### src/rtl/mt9v032_pkg.sv
// -----------------------------------------------------------------------------
// mt9v032_pkg
//
// Shared definitions for the MT9V032-class embedded-sync decoder:
//   - state_t    : decoder FSM states
//   - CODE_*     : reserved low-valued sync codes (width independent)
//   - ERR_*      : bit positions inside the err output vector
//   - all1()     : the all-ones reserved code for a given sample width
// -----------------------------------------------------------------------------
package mt9v032_pkg;

  typedef enum logic [2:0] {
    IDLE,   // waiting for the frame-start sequence
    SEQ1,   // seen ALL1
    SEQ2,   // seen ALL1, 0
    FRAME,  // inside a frame, between lines
    LINE    // inside a line, pixels are visible
  } state_t;

  // Reserved codes. The frame-start sequence additionally uses 0 and ALL1.
  localparam int CODE_LS   = 1;  // line start
  localparam int CODE_LE   = 2;  // line end
  localparam int CODE_FE   = 3;  // frame end
  localparam int CODE_ZERO = 4;  // stands in for pixel value 0

  // err[] bit positions.
  localparam int ERR_LEN    = 0;  // wrong pixel count at line end
  localparam int ERR_HEIGHT = 1;  // wrong line count at frame end
  localparam int ERR_CODE   = 2;  // code not legal in the current state

  // All-ones value of a w-bit sample, returned in a 32-bit container so the
  // caller can size it with a cast.
  function automatic logic [31:0] all1(input int w);
    if (w >= 32) return '1;
    return (32'd1 << w) - 32'd1;
  endfunction

endpackage

### src/rtl/mt9v032_frame_check.sv
// -----------------------------------------------------------------------------
// mt9v032_frame_check
//
// Column/row bookkeeping for the sync decoder. Holds the running pixel count
// of the current line and the number of completed lines of the current
// frame, both saturating at 2^CNT_W-1, and compares them against the
// expected geometry. The comparison outputs are combinational views of the
// counters as they stand before the current sample is applied; the caller
// decides when to sample them.
//
// Ports
//   clk, rst_n        pixel clock, asynchronous active-low reset
//   col_clear         start of a line (or line restart): column count -> 0
//   col_step          one visible pixel accepted: column count +1 (saturating)
//   row_clear         start of a frame: completed-line count -> 0
//   row_step          line closed inside a frame: line count +1 (saturating)
//   col               pixel index the next visible pixel will carry
//   row               completed lines so far = row index of the current line
//   len_bad           col != EXP_WIDTH (always 0 when EXP_WIDTH == 0)
//   height_bad_frame  row != EXP_HEIGHT, frame closed between lines
//   height_bad_line   row+1 != EXP_HEIGHT, frame closed while a line is open
//                     (that open line counts toward the height)
// -----------------------------------------------------------------------------
module mt9v032_frame_check #(
  parameter int CNT_W      = 11,
  parameter int EXP_WIDTH  = 752,
  parameter int EXP_HEIGHT = 480
) (
  input  logic             clk,
  input  logic             rst_n,
  input  logic             col_clear,
  input  logic             col_step,
  input  logic             row_clear,
  input  logic             row_step,
  output logic [CNT_W-1:0] col,
  output logic [CNT_W-1:0] row,
  output logic             len_bad,
  output logic             height_bad_frame,
  output logic             height_bad_line
);

  localparam logic [CNT_W-1:0] CNT_MAX   = '1;
  localparam logic [CNT_W-1:0] EXP_W_CNT = CNT_W'(EXP_WIDTH);
  localparam logic [CNT_W-1:0] EXP_H_CNT = CNT_W'(EXP_HEIGHT);
  localparam bit               CHK_W     = (EXP_WIDTH != 0);
  localparam bit               CHK_H     = (EXP_HEIGHT != 0);

  // Counters stick at full scale instead of wrapping, so an overlong line or
  // frame still reads as "too big" in the checks below.
  function automatic logic [CNT_W-1:0] sat_inc(input logic [CNT_W-1:0] v);
    return (v == CNT_MAX) ? v : v + CNT_W'(1);
  endfunction

  logic [CNT_W-1:0] row_plus;

  // NOTE: sequential state is written with non-blocking assignments only, so
  // every flop samples the values from before this clock edge regardless of
  // the order the always blocks are evaluated in.
  always_ff @(posedge clk or negedge rst_n) begin
    if (!rst_n) begin
      col <= '0;
      row <= '0;
    end else begin
      if (col_clear)     col <= '0;
      else if (col_step) col <= sat_inc(col);

      if (row_clear)     row <= '0;
      else if (row_step) row <= sat_inc(row);
    end
  end

  assign row_plus         = sat_inc(row);
  assign len_bad          = CHK_W && (col != EXP_W_CNT);
  assign height_bad_frame = CHK_H && (row != EXP_H_CNT);
  assign height_bad_line  = CHK_H && (row_plus != EXP_H_CNT);

endmodule

### src/rtl/mt9v032_sync_decode.sv
// -----------------------------------------------------------------------------
// mt9v032_sync_decode
//
// Embedded-sync decoder for MT9V032-class pixel streams of configurable
// sample width. Recovers frame/line framing from reserved codes, remaps the
// reserved zero code back to pixel value 0, tags every visible pixel with its
// column/row and emits start/end markers plus framing-error pulses. Every
// output is a flop: a sample seen at clock edge N is visible on the outputs
// right after that same edge and stays there for one cycle.
//
// Stream grammar (ALL1 = 2^DATA_W-1):
//   ALL1, 0, ALL1  frame start (only recognised outside a frame)
//   1 / 2 / 3      line start / line end / frame end
//   4              visible pixel with value 0
//   other          visible pixel (inside a line), ignored elsewhere
//
// Ports
//   clk, rst_n   pixel clock, asynchronous active-low reset
//   data_in      raw sample from the deserialiser
//   px           decoded pixel, 0 unless px_valid
//   px_valid     px carries a visible pixel
//   px_x, px_y   column / row of px (0 when px_valid is low)
//   sof          with the first visible pixel of a frame
//   eol, eof     line end / frame end pulses (coincide on frame end in a line)
//   line_valid   decoder is inside a line
//   frame_valid  decoder is inside a frame
//   err          pulses: [0] line length, [1] frame height, [2] illegal code
// -----------------------------------------------------------------------------
module mt9v032_sync_decode
  import mt9v032_pkg::*;
#(
  parameter int DATA_W     = 10,
  parameter int CNT_W      = 11,
  parameter int EXP_WIDTH  = 752,
  parameter int EXP_HEIGHT = 480
) (
  input  logic              clk,
  input  logic              rst_n,
  input  logic [DATA_W-1:0] data_in,
  output logic [DATA_W-1:0] px,
  output logic              px_valid,
  output logic [CNT_W-1:0]  px_x,
  output logic [CNT_W-1:0]  px_y,
  output logic              sof,
  output logic              eol,
  output logic              eof,
  output logic              line_valid,
  output logic              frame_valid,
  output logic [2:0]        err
);

  localparam logic [DATA_W-1:0] ALL1 = DATA_W'(all1(DATA_W));

  state_t state;
  logic   sof_armed;  // frame started, first visible pixel not yet emitted

  // Sample classification.
  logic is_all1, is_zero, is_ls, is_le, is_fe, is_czero, is_pixel;

  assign is_all1  = (data_in == ALL1);
  assign is_zero  = (data_in == '0);
  assign is_ls    = (data_in == DATA_W'(CODE_LS));
  assign is_le    = (data_in == DATA_W'(CODE_LE));
  assign is_fe    = (data_in == DATA_W'(CODE_FE));
  assign is_czero = (data_in == DATA_W'(CODE_ZERO));
  // Inside a line only 0..3 are codes; 4 and ALL1 are ordinary pixels there.
  assign is_pixel = !(is_zero || is_ls || is_le || is_fe);

  // ---------------------------------------------------------------------------
  // Geometry counters and checks
  // ---------------------------------------------------------------------------
  logic             col_clear, col_step, row_clear, row_step;
  logic [CNT_W-1:0] col, row;
  logic             len_bad, height_bad_frame, height_bad_line;

  assign row_clear = (state == SEQ2) && is_all1;
  // A line start inside a line restarts the column count but keeps the row.
  assign col_clear = ((state == FRAME) || (state == LINE)) && is_ls;
  assign col_step  = (state == LINE) && is_pixel;
  // Only a plain line end advances the row; after a frame end the counter is
  // cleared by the next frame start before it is used again.
  assign row_step  = (state == LINE) && is_le;

  mt9v032_frame_check #(
    .CNT_W      (CNT_W),
    .EXP_WIDTH  (EXP_WIDTH),
    .EXP_HEIGHT (EXP_HEIGHT)
  ) u_frame_check (
    .clk              (clk),
    .rst_n            (rst_n),
    .col_clear        (col_clear),
    .col_step         (col_step),
    .row_clear        (row_clear),
    .row_step         (row_step),
    .col              (col),
    .row              (row),
    .len_bad          (len_bad),
    .height_bad_frame (height_bad_frame),
    .height_bad_line  (height_bad_line)
  );

  // ---------------------------------------------------------------------------
  // FSM and registered outputs
  // ---------------------------------------------------------------------------
  always_ff @(posedge clk or negedge rst_n) begin
    if (!rst_n) begin
      state       <= IDLE;
      sof_armed   <= 1'b0;
      px          <= '0;
      px_valid    <= 1'b0;
      px_x        <= '0;
      px_y        <= '0;
      sof         <= 1'b0;
      eol         <= 1'b0;
      eof         <= 1'b0;
      line_valid  <= 1'b0;
      frame_valid <= 1'b0;
      err         <= '0;
    end else begin
      // Pulse outputs and the pixel bus default to idle every cycle;
      // line_valid / frame_valid hold and change only on state transitions.
      px       <= '0;
      px_valid <= 1'b0;
      px_x     <= '0;
      px_y     <= '0;
      sof      <= 1'b0;
      eol      <= 1'b0;
      eof      <= 1'b0;
      err      <= '0;

      case (state)
        IDLE: begin
          if (is_all1) state <= SEQ1;
        end

        SEQ1: begin
          // A run of ALL1 keeps the sequence alive.
          if (is_zero)       state <= SEQ2;
          else if (!is_all1) state <= IDLE;
        end

        SEQ2: begin
          if (is_all1) begin
            state       <= FRAME;
            frame_valid <= 1'b1;
            sof_armed   <= 1'b1;
          end else begin
            state <= IDLE;
          end
        end

        FRAME: begin
          if (is_ls) begin
            state      <= LINE;
            line_valid <= 1'b1;
          end else if (is_fe) begin
            state           <= IDLE;
            frame_valid     <= 1'b0;
            eof             <= 1'b1;
            err[ERR_HEIGHT] <= height_bad_frame;
            sof_armed       <= 1'b0;
          end else if (is_le || is_zero) begin
            err[ERR_CODE] <= 1'b1;
          end
        end

        LINE: begin
          if (is_le) begin
            state        <= FRAME;
            line_valid   <= 1'b0;
            eol          <= 1'b1;
            err[ERR_LEN] <= len_bad;
          end else if (is_fe) begin
            state           <= IDLE;
            line_valid      <= 1'b0;
            frame_valid     <= 1'b0;
            eol             <= 1'b1;
            eof             <= 1'b1;
            err[ERR_LEN]    <= len_bad;
            err[ERR_HEIGHT] <= height_bad_line;
            sof_armed       <= 1'b0;
          end else if (is_ls || is_zero) begin
            // Restart (code 1) or drop (code 0); counters handle the restart.
            err[ERR_CODE] <= 1'b1;
          end else begin
            px_valid  <= 1'b1;
            px        <= is_czero ? '0 : data_in;
            px_x      <= col;
            px_y      <= row;
            sof       <= sof_armed;
            sof_armed <= 1'b0;
          end
        end

        default: state <= IDLE;
      endcase
    end
  end

endmodule
### config.mk
export PLATFORM = sky130hd
export DESIGN_NAME = mt9v032_sync_decode
export DESIGN_NICKNAME = d
export VERILOG_FILES = /design/src/rtl/mt9v032_pkg.sv /design/src/rtl/mt9v032_frame_check.sv /design/src/rtl/mt9v032_sync_decode.sv
export SDC_FILE = /design/constraint.sdc
export NUM_CORES = 1
export LEC_CHECK = 0
export ABC_AREA = 1
export BUFFER_PORTS_ARGS = -buffer_cell sky130_fd_sc_hd__buf_2
export CORE_ASPECT_RATIO = 0.75
export CORE_MARGIN = 8
export CORE_UTILIZATION = 25
export DETAILED_ROUTE_END_ITERATION = 10
export GPL_ROUTABILITY_DRIVEN = 0
export MAX_ROUTING_LAYER = met4
export PLACE_DENSITY = 0.42
export REMOVE_ABC_BUFFERS = 1
export SLEW_MARGIN = 20
export SYNTH_ARGS = -nofsm -noshare
export SYNTH_HDL_FRONTEND = slang
export SYNTH_HIERARCHICAL = 1
export SYNTH_SLANG_ARGS = --single-unit
export TNS_END_PERCENT = 100
### constraint.sdc
create_clock -name clk -period 3.3 [get_ports clk]
set_input_delay 0.66 -clock clk [delete_from_list [all_inputs] [get_ports clk]]
set_output_delay 0.66 -clock clk [all_outputs]
set_load 0.005 [all_outputs]
* Word level (Yosys, flattened, before mapping)
Index checks and enable logic that the tools add are counted.
** Word-level totals
- Register bits after elaboration :: 67
- Latch bits :: 0
- Memory bits (writable) :: 0
- ROM bits :: 0
- Input port bits :: 12
- Output and inout bits :: 41
- Word-level logic and storage cells :: 127
- Memories :: 0
** Operators by class
- Add/subtract/negate cells :: 2
- $mul :: 0
- Div/mod/pow operators :: 0
- $lt $le $gt $ge :: 0
- Equality and inequality tests :: 24
- Shift operators :: 0
- Multiplexer cells :: 66
- Bitwise gates (word level) :: 0
- Reductions and logical operators :: 21
** Operators by type and width (count)
- 11-bit two-way mux :: 14
- 10-bit two-way mux :: 5
- 1-bit two-way mux :: 31
- 11-bit by 1-bit adder with 11-bit output, second input constant :: 2
- 11-bit == test, second input constant :: 2
- 11-bit by 9-bit inequality test with 1-bit output, second input constant :: 2
- 10-bit by 2-bit == test with 1-bit output, second input constant :: 2
- 3-bit two-way mux :: 6
- 3-bit case mux with 5 select lines :: 1
- 2-bit inequality test, second input constant :: 7
- 11-bit by 10-bit inequality test with 1-bit output, second input constant :: 1
- 10-bit by 1-bit == test with 1-bit output, second input constant :: 1
- 10-bit == test, second input constant :: 1
- 10-bit by 3-bit == test with 1-bit output, second input constant :: 1
- 10-bit logical NOT :: 1
- 3-bit inequality test, second input constant :: 3
- 2-bit two-way mux :: 4
- 3-bit by 2-bit == test with 1-bit output, second input constant :: 2
- 1-bit case mux with 3 select lines :: 2
- 6-bit AND reduction :: 1
- 2-bit nonzero test :: 3
- 1-bit logical OR :: 5
- 1-bit logical AND :: 4
- 1-bit case mux with 2 select lines :: 2
- other kinds (9) :: 10

* Longest topological paths before layout
Gate-level depths: netlist (run 1).
- Depth after elaboration :: 8
- Mapped depth :: 11
- Depth with buffers taken out :: 11

* Hierarchy
Netlist (run 1), hierarchy kept.
** Modules (own cells, without submodules)
- mt9v032_sync_decode :: instances 1, cells each 204, area each 1863.0 µm², seq. area each 1126.1 µm²
- mt9v032_frame_check :: instances 1, cells each 214, area each 1457.6 µm², seq. area each 550.5 µm²

* Worst setup path before layout (run 1)
OpenSTA, ideal clock, no wires.
- Kind :: input port to flip-flop
- Start point :: input data_in[6]
- End point :: register u_frame_check.col[9]
- Library setup time :: 126 ps
- Data arrival time :: 1798 ps
- Required time :: 3174 ps
- Slack :: 1376 ps
- Stages on the path :: 8
- Buffers on the path :: 0
- Path through :: nor2_1 nand2_2 nor2_8 nand2_2 nor2_1 inv_1 nand3_1 o21ai_0
** Between the ends
- Elaborated cells on any way between the ends :: 14
- Classes of those cells :: eq/ne: 4; mux: 1; reduce/logical: 9
** RTL lines
- start, declared :: RTL line mt9v032_sync_decode.sv:39 : input logic [DATA_W-1:0] data_in,
- 10-bit by 1-bit == test with 1-bit output (*) :: RTL line mt9v032_sync_decode.sv:62 : assign is_ls = (data_in == DATA_W'(CODE_LS));
- 1-bit logical AND (*) :: RTL line mt9v032_sync_decode.sv:78 : assign col_clear = ((state == FRAME) || (state == LINE)) && is_ls;
- named net col_clear :: RTL line mt9v032_sync_decode.sv:72 : logic col_clear, col_step, row_clear, row_step;
- 2-bit inequality test (no line) or 2-bit nonzero test (tied branches)
- 2-bit AND reduction (no line)
- end signal, assigned :: RTL line mt9v032_frame_check.sv:65 : else if (col_step) col <= sat_inc(col);
- end, declared :: RTL line mt9v032_frame_check.sv:35 : output logic [CNT_W-1:0] col,
Mark *: on every way through the listed nets, which the timed path passes. The rest lies on a longest branch.
A chain may end at the register's enable or synchronous reset.

* Worst setup path after layout (run 1)
- Start point :: register state[1]
- End point :: register u_frame_check.row[8]
** Between the ends
- Longest elaborated chain between the ends :: 3
- Elaborated cells on any way between the ends :: 6
- Classes of those cells :: eq/ne: 2; mux: 1; reduce/logical: 3
** RTL lines
- start, declared :: RTL line mt9v032_sync_decode.sv:54 : state_t state;
- start signal, assigned :: RTL line mt9v032_sync_decode.sv:107 : state <= IDLE;
- start signal, assigned :: RTL line mt9v032_sync_decode.sv:133 : if (is_all1) state <= SEQ1;
- start signal, assigned :: RTL line mt9v032_sync_decode.sv:138 : if (is_zero) state <= SEQ2;
- 3-bit == test :: RTL line mt9v032_sync_decode.sv:82 : assign row_step = (state == LINE) && is_le;
- 1-bit logical AND :: RTL line mt9v032_sync_decode.sv:82
- named net row_step :: RTL line mt9v032_sync_decode.sv:72
- 2-bit nonzero test (no line)
- end signal, assigned :: RTL line mt9v032_frame_check.sv:68 : else if (row_step) row <= sat_inc(row);
- end, declared :: RTL line mt9v032_frame_check.sv:36 : output logic [CNT_W-1:0] row,
The timed path passes the listed nets, and every way through them passes these cells.

==> results of run 1 <==
cell usage after synthesis (3+ instances only):
cell     number  share of area, %
nand2_1     109                12
nor2_1       72               8.1
dfrtp_1      67                50
inv_1        65               7.3
nand3_1      18               2.7
o21ai_0      18               2.7
inv_2         6              0.68
nand2_2       6               1.1
nand3_2       5               1.5
nor2_2        5              0.94
ha_1          4               1.5
nand4_1       4              0.75
nor3_1        4              0.60
a21oi_1       3              0.45
nor4_1        3              0.57
o22ai_1       3              0.57
or2_2         3              0.57
xor2_1        3              0.79
logic make-up (layout without fill, tap and decap cells):
group / count (synthesis) / in the layout / share of synthesized area [%]
adders and majority gates: 4 / 4 / 1.507
xor gates and xnor gates: 4 / 4 / 1.055
and+or+nand+nor: 237 / 237 / 32.44
AOI/OAI and AO/OA: 31 / 31 / 5.539
buffers and inverters: 75 / 140 / 8.967
DFF: 67 / 67 / 50.49
metal layers:
metal  vias to the layer above  track usage, %  part of all wire [%]
li1                       1413               -                     -
met1                      1257           14.00                    53
met2                        50           15.07                    42
met3                        11           3.316                   4.6
met4                         0           3.018                   1.1
met5                         -               -                     0
per-stage QoR:
stage               area (µm²)  setup WS, ns
detailed placement        3784        0.9137
global route              4145        0.9884
finish                    4145         1.179
global placement          3784        0.9707
CTS                       4145         1.166
floorplan                 3289         1.366
flip-flops by register name (all words and copies together), names as in the netlist:
signal	count
eof	1
eol	1
err	3
frame_valid	1
line_valid	1
px	10
px_valid	1
px_x	11
px_y	11
sof	1
sof_armed	1
state	3
u_frame_check/col	11
u_frame_check/row	11
placed cells by master, fill, tap and decap left out, types with 3 or more instances in the layout:
cell and n:
nor4_1 3, ha_1 4, nand3_1 18, inv_1 65, a21oi_1 3, bufinv_16 3
nor2_2 5, dfrtp_1 67, nand2_1 109, o21ai_0 18, xor2_1 3, clkbuf_8 3
nor3_1 4, nand4_1 4, nand2_2 6, o22ai_1 3, or2_2 3, buf_2 52
clkbuf_16 9, nor2_1 72, inv_2 6, nand3_2 5
critical path, stage by stage, from the launching register on:
cell	delay (ns)
dfrtp_1	0.43
inv_1	0.17
nand3_4	0.23
nor2_1	0.19
nand3_2	0.11
inv_1	0.11
inv_1	0.04
nor2_1	0.44
inv_1	0.15
o22ai_1	0.17
path summary, 6_finish.rpt:
| kind | from | endpoint | slack [ns] | cells after the start |
|---|---|---|---|---|
| min in group clk | frame_valid | frame_valid | 0.47 | 2 |
| hold reg to reg | frame_valid | frame_valid | 0.47 | 2 |
| setup / recovery | state[1] | u_frame_check/row[8] | 1.18 | 9 |
| setup reg to reg | state[1] | u_frame_check/row[8] | 1.18 | 9 |
| hold / removal | rst_n | px_y[8] | 0.33 | 2 |
| max in group asynchronous | rst_n | px_x[9] | 2.65 | 2 |
final cells by class:
class                   count  area share (%)
repair buffers             53           6.761
clock buffers              12           6.429
flip-flops and latches     67           40.45
multi-input cells         276           32.48
well taps                 171           5.161
clock inverters             4           2.294
inverters                  71           6.429
power by group:
| group | switching [mW] | internal (mW) |
|---|---|---|
| logic | 0.0353 | 0.0126 |
| registers | 0.00111 | 0.823 |
| clock network | 0.352 | 0.798 |
==> impl.org, run 1 <==
** Status
- Outcome :: finished, final reports clean

** Timing
- Setup violations, final :: 0
- Final cycle utilization of the critical path :: 64.28%
- Endpoints failing hold :: 0
- At the pin with the least slew margin, the transition time is roughly 0.57 ns.
- In this run the tightest slew margin relative to its limit is 61.70%.
- Setup tns final :: 0 ns
- Setup repair after global routing left no endpoint under its margin.
- Post-route clock skew :: ~0.015 ns
- Derived from the worst setup path, the maximum achievable clock frequency is approximately 470 MHz.
- Hold timing on the final database bottoms out at a slack of 0.3287 ns.
- Period minus WS final :: between 2 and 2.5 ns
- Slew Limit Fails :: 0

** Floorplanning
- In this run the count of I/O pins placed on the die edge is 53.
- Die height :: around 120 µm
- In this run the standard cell core region covers about 13,000 µm².
- Row generation in the floorplan step produced 36 rows.
- Die Width :: around 150 µm
- The initial utilization of the core area, before any placement, comes to between 20% and 30%.
- The floorplan step defined a die boundary enclosing roughly 17,000 µm².

** Cells and area
- Area added between synthesis and finish :: 24.83%
- For this run, the post-layout net count is between 400 and 500.
- Layout cells sized above 1 :: approximately a fifth
- Area of combinational cells with multiple inputs :: ~1300 µm²
- Final core utilization :: around a third
- 0 antenna diodes ended up in the layout.
- # fillers :: about 1,400
- Leaving out filler cells and counting taps, the final layout contains between 600 and 700.
- Storage cell area :: about 1700 µm²

** Clocking
- Maximum buffer depth of the clock tree :: 2
- The H-tree generated during clock tree synthesis spans 3 levels.
- Clock net sink count :: 67
- After clock tree synthesis, the repair step resized 0 gates.
- Clock-pin slew reported for the worst setup and hold paths after clock tree synthesis :: 0.06 ns
- After clock tree synthesis, the flow added hold-fix buffers numbering 0.
- Root buffer cell :: clkbuf_16
- The clock reaches the later pin of the worst-skew pair after ~0.34 ns.
- Counting the buffers created by CTS gives 9.
- The number of setup buffers added after CTS is 0.
- TritonCTS built the clock tree.

** Routing
- The first TritonRoute pass finished after 4 iterations.
- Via count :: around 2,700
- Total wire length :: between 8 and 9 mm
- In the final routed layout, each cell accounts on average for 12.48 µm.
- In the routed layout, each cell is associated on average with a via count of approximately 4.2.
- For this block, the initial DRC count from the detailed router was approximately 140.
- Number of nets with antenna violations after detailed routing :: 0
- Drt drc :: 0

** Yosys
- Summing every instance area after synthesis gives between 3000 and 4000 µm².
- In the synthesized netlist the async set-or-reset flop fraction comes to 100.0%.
- The average instance in the mapped netlist occupies roughly 7.9 µm².
- Leading register cell type out of synthesis :: dfrtp_1
- Number of warnings issued by yosys :: 6
- Sequential elements use between 50% and 60% of the synthesized area.
- Count of mapped cells out of synthesis :: approximately 420
- The synthesized design contains between 60 and 70 register bits.
- Number of flops mapped to enable cells by yosys :: 0
- Number of unique standard cell types used by synthesis :: 37

** Critical path
- Worst Setup Path Type :: flop to flop
- Required time reported for the critical path endpoint :: 3.55 ns
- Worst endpoint data arrival time :: around 2.4 ns
- Top fanout value on the critical path :: 15
- The worst setup path is launched from a flop.
- The worst setup path is captured at a flop.

** Placed design
- In this run, placement finished with an instance count of approximately 640.
- Buffers on Ports :: 52
- Final HPWL from detailed placement :: slightly below 6 mm

** Min path
- In this run the worst hold path is classified as primary input to asynchronous set/reset pin.

** Run
- The tool flagged a number of max-cap violations equal to 0.

** Power and ir drop
- VDD sags by at most around 220 µV.
- Cell Pwr Density :: 487.8 nW/µm²
- The analysis attributes to cell leakage a power of roughly 2.3 nW.
- Total power after layout :: just over 2 mW

** Global route
- After global routing the overflow that remains totals 0.
- All-Layer GR Usage :: a little over a tenth
- Wire length of the first global-routing pass :: around 14 mm
- Vias in the first global route :: around 2,800
- Maximum number of pins on one net before global-route repair :: 68
- Number of antenna violations at the first check in global routing :: 0
No activity file was read; power rests on OpenSTA's default activity.
==> run 2, diff against run 1 <==
ABC_AREA = 0   (was 1)
clock period = 2.1 ns   (was 3.3 ns; I/O delays follow)
==> run 2 against run 1 <==
  * Global-route usage is 0.15 points higher
  * Sequential cell count stayed put
  * First-iteration DRC count is 11% lower
  * Hold slack worse by 0.24 ns
  * Critical path depth is 1 lower
  * Area after synthesis is 6.3% lower
  * Cell count is 14% lower
  * Die area is 5.6% lower
  * Clock power is 40% higher
  * Cell area is 1.7% higher
  * Clock skew is 0.0050 ns lower
==> impl.org, run 2 <==
** Status
- The flow ran to the end, and the final reports show no timing, DRC or antenna violations.

** Routing
- Initial DRT Pass Iterations :: 4
- Drt drc :: 0
- Total wire length :: ~8 mm
- In this run, the number of DRC markers left after iteration 0 of detailed routing was between 100 and 150.
- Across all layers, the routed design uses approximately 2,500 vias.
- Number of nets with antenna violations after detailed routing :: 0
- In the final routed layout, each cell accounts on average for around 14 µm.
- In the routed layout, each cell is associated on average with a via count of between 4 and 5.

** Clocking
- The H-tree was split into 3 levels.
- In this run the deepest clock path goes through 2 buffers.
- For the worst-skew pair, the clock arrives at the later sink with an insertion delay of approximately 0.33 ns.
- After clock tree synthesis, the clock-pin slew on the worst setup and hold paths is 0.06 ns.
- Root buffer cell :: clkbuf_16
- Number of hold buffers added after CTS :: 0
- TritonCTS built the clock tree.
- Number of buffers created by CTS :: 9
- Post-CTS setup repair buffer count :: 0
- Clock tree synthesis found a total of 67 sinks.

** Global route
- Vias in the first global route :: 2,569
- The total overflow left after global routing is 0.
- Entering global routing, the biggest net connects 68 pins.
- Wire length of the first global-routing pass :: 13.32 mm
- The initial antenna violation count came to 0.
- Global routing consumed, over all layers together, 10.69% of the routing resources.

** Timing
- Subtracting the final worst setup slack from the clock period gives between 1.5 and 2 ns.
- Post-route clock skew :: around 0.0095 ns
- Setup violations, final :: 0
- The worst path uses about 94% of the clock period.
- Max frequency :: 506.2 MHz
- The number of hold violations in the final report was 0.
- In the post-route analysis, the smallest setup slack over all paths is about 0.12 ns.
- In this run the tightest slew margin relative to its limit is 74.08%.
- Setup repair after global routing could not meet its margin everywhere.
- After routing, the total negative slack on setup checks comes to 0 ns.
- Slew @ Worst Pin :: 0.3879 ns
- The count of final max-slew check failures was 0.

** Power and ir drop
- Cell Pwr Density :: roughly 710 nW/µm²
- The analysis attributes to cell leakage a power of between 2 and 2.5 nW.
- The worst-case IR drop observed on VDD is between 300 and 400 µV.

** Critical path
- The critical path is of the flop to flop type.
- In this run the register-to-register setup slack is approximately 0.12 ns.
- Cell-by-cell trace of the critical path :: nand2b_1, or2_1, nor2_4, inv_1, or3_1, a211oi_2, xnor2_1, nor2_1
- Nature of the critical path endpoint :: flop
- Highest cell delay on the worst timing path :: roughly 0.42 ns
- Measured in cells, the most critical reg-to-reg path has a length of 8.
- The worst setup path is launched from a flop.
- Top fanout value on the critical path :: 4
- For this design, the slowest cell found on the critical path is or3_1.
- Worst endpoint data arrival time :: about 2.2 ns
- Required time reported for the critical path endpoint :: between 2 and 2.5 ns

** Placed design
- Timing analysis after detailed placement gives a worst setup slack of -0.03056 ns.
- Buffers on Ports :: 52
- Once placement finished, the instance area stood at 3882 µm².
- The HPWL after detailed placement is between 5 and 6 mm.
- In this run, placement finished with an instance count of 548.

** Yosys
- After Yosys synthesis, and, or, nand and nor cells account for between 20% and 30% of the synthesized area.
- Averaged over all synthesized cells, the footprint is 10.44 µm².
- Compound-gate portion of the synthesized area :: 10.02%
- Summing the areas of all xor and xnor instances in the mapped netlist gives 3.379% of the synthesized area.
- Counting flops and latches in the post-synthesis netlist gives 67.
- For this run, asynchronously set or reset flops after synthesis account for 100.0%.
- Of the total synthesized cell area, the portion taken by full adders, half adders and majority gates is about 1.6%.
- Synthesis produced between 200 and 300 cells.
- The synthesized netlist occupies a cell area of between 3000 and 4000 µm².
- Number of flops mapped to enable cells by yosys :: 0
- The Yosys step of the flow raised 6 warnings.
- After synthesis, the largest family of logic cells by area is simple AND/OR/NAND/NOR gates.
- After synthesis, the cell types taking the most area are dfrtp_1 54%, and2_1 6.2%, nor2_1 3.3%.
- The share of the Yosys chip area taken by registers is a little over half.
- Sorting the synthesized cells by how often they occur yields 67 x dfrtp_1, 31 x and2_1, 27 x nor2_1.
- Number of unique standard cell types used by synthesis :: between 50 and 60
- Synth top area share :: ~54%
- In the post-synthesis netlist, the cell with the most instances is dfrtp_1.
- Share of synthesized area spent on multiplexers :: 0.9654%
- The largest total area in the synthesized netlist belongs to dfrtp_1.
- The most used flip-flop cell after synthesis is dfrtp_1.

** Cells and area
- Layout cells sized above 1 :: between 30% and 40%
- Antenna diode count :: 0
- For this run, the post-layout net count is slightly above 400.
- The library cells used most frequently in the layout, excluding fill and tap cells, are 67 x dfrtp_1, 52 x buf_2, 47 x buf_4.
- With fillers left out, the area of the finished cells amounts to about 4200 µm².
- Most common cell after layout, fill and taps aside :: dfrtp_1
- Leaving out filler cells and counting taps, the final layout contains ~560.
- Relative to the synthesized area, the layout overhead comes to 35.56%.

** Floorplanning
- The floorplan has 35 rows.
- Total I/O pin count :: 53
- Die height :: ~110 µm
- The die covers approximately 16,000 µm².
- Core Footprint :: about 12,000 µm²
- The initial utilization of the core area, before any placement, comes to about a quarter.
- The die is roughly 140 µm wide.

** Min path
- Hold Path Class :: primary input to asynchronous set/reset pin

** Run
- Max-cap violations in this run came to 0.
-- run 2: power by group --
part	total, mW	switching [mW]	internal (mW)	leakage (nW)
logic	0.0747	0.0479	0.0269	0.979
registers	1.29	0.000888	1.29	0.895
clock network	1.61	0.569	1.04	0.153
total	2.98	0.617	2.36	2.03
-- run 2: cell type report --
type	count	area (µm²)
clock buffer	10	229.0
timing repair buffer	101	653.1
tap	166	207.7
sequential	67	1677
inverter	14	52.55
clock inverter	6	90.09
multi-input combinational	200	1308
fill	1249	8001
-- run 2: cell families (layout without fill, tap and decap cells) --
family | count (synthesis) | count (layout)
AO/OA/AOI/OAI | 43 | 43
adder cells (fa/ha/maj) | 4 | 4
buffers and inverters | 31 | 131
AND/OR/NAND/NOR | 138 | 138
XOR/XNOR | 12 | 12
flip-flops | 67 | 67
multiplexers | 3 | 3
-- run 2: routing by layer --
metal  wire (µm)  global-route usage, %
met3         377                  3.265
met4         105                  3.250
met5           0                      -
met2        3384                  14.81
met1        4075                  14.54
-- run 2: path summary, 6_finish.rpt --
| path | end | startpoint |
|---|---|---|
| max in group asynchronous | frame_valid | rst_n |
| setup / recovery | u_frame_check/col[8] | state[0] |
| setup reg to reg | u_frame_check/col[8] | state[0] |
| hold / removal | u_frame_check/row[9] | rst_n |
| hold reg to reg | frame_valid | frame_valid |
| min in group clk | px[2] | data_in[1] |
-- run 2: repair_timing --
item / 4_1_cts / 5_1_grt
pin swaps: 0 / 0
gates resized for setup: 1 / 3
setup endpoints to repair: 1 / 2
gates cloned: 0 / 0
-- run 2: worst max-delay path, delay by kind of cell, from the launching register on --
kind                      cells  cell delay [ns]
AOI/OAI and AO/OA             1             0.25
xor gates and xnor gates      1             0.14
buffers and inverters         1             0.06
DFF                           1             0.36
and+or+nand+nor               5             1.05
-- run 2: metrics by stage --
stage | total power, mW | hold WS, ns | util, %
3_5_place_dp | 1.394 | 0.4800 | 31.78
6_report | 2.977 | 0.09243 | 34.51
4_1_cts | 3.029 | 0.1306 | 34.43
2_1_floorplan | 1.324 | 0.1244 | -
3_3_place_gp | 1.394 | 0.4709 | 31.78
5_1_grt | 3.094 | 0.1457 | 34.51
==> run 3, diff against run 2 <==
BUFFER_PORTS_ARGS = default   (was -buffer_cell sky130_fd_sc_hd__buf_2)
DONT_BUFFER_PORTS = 1   (was default)
PLACE_DENSITY = default   (was 0.42)
PLACE_DENSITY_LB_ADDON = 0.25   (was default)
clock period = 2.3 ns   (was 2.1 ns; I/O delays follow)
==> run 3 against run 2 <==
  * Sequential cell count is the same
  * Largest cell class unchanged
  * Cell count shrank 14%
  * Highest routed layer unchanged
  * Clock skew shrank 0.0053 ns
==> impl.org, run 3 (synthesis results as in run 2) <==
** Clocking
- Buffers added to address setup during post-CTS repair amount to 0.
- The H-tree was split into 3 levels.
- TritonCTS built the clock tree.
- Counting along the longest clock path gives a buffer depth of 2.
- Clock net sink count :: between 60 and 70
- Clock-pin slew was measured on the worst setup and hold paths at ~0.06 ns.
- Root buffer cell :: clkbuf_16
- Counting the buffers created by CTS gives 9.
- Clock latency at the later pin of the worst-skew pair :: roughly 0.33 ns

** Power and ir drop
- Sequential power share :: 41.9%
- In this run the static leakage power is between 1.5 and 2 nW.
- Comb pwr share :: under 10%
- Part of the total power dissipated in the clock network :: between 50 and 60%
- Worst voltage drop across the vdd grid :: around 340 µV
- Net switching component of the power :: about 0.54 mW
- Net switching is 19.11% of the power.
- Internal power component :: 2.279 mW
- Power spread over the standard cell area amounts to between 700 and 800 nW/µm².

** Critical path
- The worst setup path is launched from a flop.
- The worst setup path is captured at a flop.
- R2R setup slack :: between 0.1 and 0.15 ns
- Data on the critical path arrives at its endpoint at 2.38 ns.
- Worst reg2reg endpoint :: err[1]
- Worst Setup Path Type :: flop to flop
- Top fanout value on the critical path :: 6
- In this run the critical register-to-register path is launched from u_frame_check/row[0].
- For the worst flop-to-flop path, the logic depth is 7.
- STA puts the critical path data required time at approximately 2.5 ns.

** Routing
- Using the TritonRoute via totals, the vias-per-cell ratio works out to 4.636.
- Initial DRT Pass Iterations :: 4
- Total wire length :: approximately 7.4 mm
- For this block, the initial DRC count from the detailed router was around 110.
- Once detail routing completed, the nets flagged for antenna violations numbered 0.
- After detailed routing, the average wire length per cell comes to approximately 15 µm.
- The routed layout has approximately 2,200 vias.
- Drt drc :: 0

** Min path
- The worst hold path belongs to the class primary input to asynchronous set/reset pin.

** Cells and area
- Area added between synthesis and finish :: 21.00%
- Finished layout cell area :: 3764 µm²
- The library cells used most frequently in the layout, excluding fill and tap cells, are 67 x dfrtp_1, 31 x and2_1, 27 x nor2_1.
- The repair_antennas step left the layout with diodes totalling 0.
- Non-Filler Instances :: just under 500
- The library cell used most frequently in the layout, excluding fill and tap cells, is dfrtp_1.
- Layout cells sized above 1 :: between 10% and 20%
- Final net count :: approximately 330

** Timing
- Based on the critical path, the design can be clocked at up to approximately 460 MHz.
- The number of hold violations in the final report came to 0.
- The worst path meets setup with approximately 0.12 ns of slack.
- Between clock sinks in the finished design, the worst skew comes to around 0.0043 ns.
- For the pin with the worst max-slew slack, the measured transition is about 0.64 ns.
- Setup violations, final :: 0
- The worst pin sits at a relative slew slack of a little under three fifths.
- Final cycle utilization of the critical path :: 94.60%
- Slew Limit Fails :: 0
- Period minus WS final :: 2.176 ns
- Setup repair after global routing left no endpoint under its margin.

** Global route
- Maximum number of pins on one net before global-route repair :: 68
- Remaining Overflow, GRT :: 0
- The first global-routing pass estimated between 10 and 15 mm of wire.
- All-Layer GR Usage :: 9.964%
- Number of antenna violations at the first check in global routing :: 0
- The via count of the first global-routing pass is 2,170.

** Floorplanning
- Core Footprint :: ~12,000 µm²
- Total I/O pin count :: 53
- Die Width :: about 140 µm
- Starting density of the core :: roughly a quarter
- Die Footprint :: ~16,000 µm²
- Die height :: 112.6 µm
- Placement Rows :: 35

** Placed design
- Placed Cells incl. Taps :: about 470
- Worst setup slack before clock tree synthesis :: -0.01319 ns
- Standard cell area after detailed placement :: between 3000 and 4000 µm²
- Final HPWL from detailed placement :: 5.347 mm
- Buffers on Ports :: 0

** Status
- Outcome :: finished, final reports clean

** Run
- The tool flagged a number of max-cap violations equal to 0.
-- run 3: changes by cell type in the layout (fill, tap and decap cells not counted), moves of 2 or more --
cell / delta
buf_12: -2
buf_2: -52
buf_4: -27
clkinv_4: -2
-- run 3: critical path: stages, from the launching register on --
cell and delay (ns):
dfrtp_1 0.40, ha_2 0.28, nand3_2 0.14, xnor2_1 0.15, a2111oi_0 0.60, nand4_1 0.19, a22oi_1 0.21, nor3_1 0.08
-- run 3: repair_timing --
item / in CTS / in global routing
gates cloned: 0 / 0
hold buffers: 1 / 0
resized for setup: 1 / 1
setup endpoints to repair: 1 / 1
endpoints found under the hold margin: 67 / 0
-- run 3: how the worst max path moves through the flow --
stage	from	to	slack, ns	cells after the start
after floorplan	data_in[7]	u_frame_check/row[8]	-0.15	7
final	u_frame_check/row[0]	err[1]	0.12	7
after detailed placement	u_frame_check/row[0]	err[1]	-0.01	7
after CTS	u_frame_check/row[0]	err[1]	0.09	7
after global routing	state[0]	u_frame_check/col[8]	0.05	8
after global placement	u_frame_check/row[0]	err[1]	-0.02	7
-- run 3: per-layer routing --
metal | GRT usage (%) | share of wire (%) | vias to the layer above
met3 | 4.071 | 8.2 | 7
met1 | 13.06 | 47 | 1111
li1 | - | - | 1063
met2 | 13.51 | 44 | 63
met4 | 3.320 | 1.0 | 0
met5 | - | 0 | -
-- run 3: area by class of cell --
| cell class | count | area [µm²] |
|---|---|---|
| inverters | 14 | 52.55 |
| well taps | 166 | 207.7 |
| repair buffers | 21 | 177.7 |
| fillers | 1256 | 8454 |
| multi-input cells | 200 | 1299 |
| clock buffers | 10 | 239.0 |
| flip-flops and latches | 67 | 1677 |
| clock inverters | 6 | 111.4 |
-- run 3: through the flow --
step	setup TNS (ns)	util (%)	hold WS (ns)	power [mW]
floorplan	-0.4429	-	0.1644	1.209
global placement	-0.01992	27.66	0.1675	1.210
detailed placement	-0.01319	27.66	0.1674	1.211
CTS	0	30.78	0.01483	2.861
global route	0	30.80	0.02839	2.933
finish	0	30.80	0.001075	2.817
-- run 3: power by group through the flow --
stage	logic, mW	clock network (mW)	registers, mW
2_1_floorplan	0.00725	0	1.20
3_3_place_gp	0.00860	0	1.20
3_5_place_dp	0.00887	0	1.20
4_1_cts	0.0385	1.64	1.18
5_1_grt	0.0432	1.71	1.18
6_report	0.0359	1.60	1.18
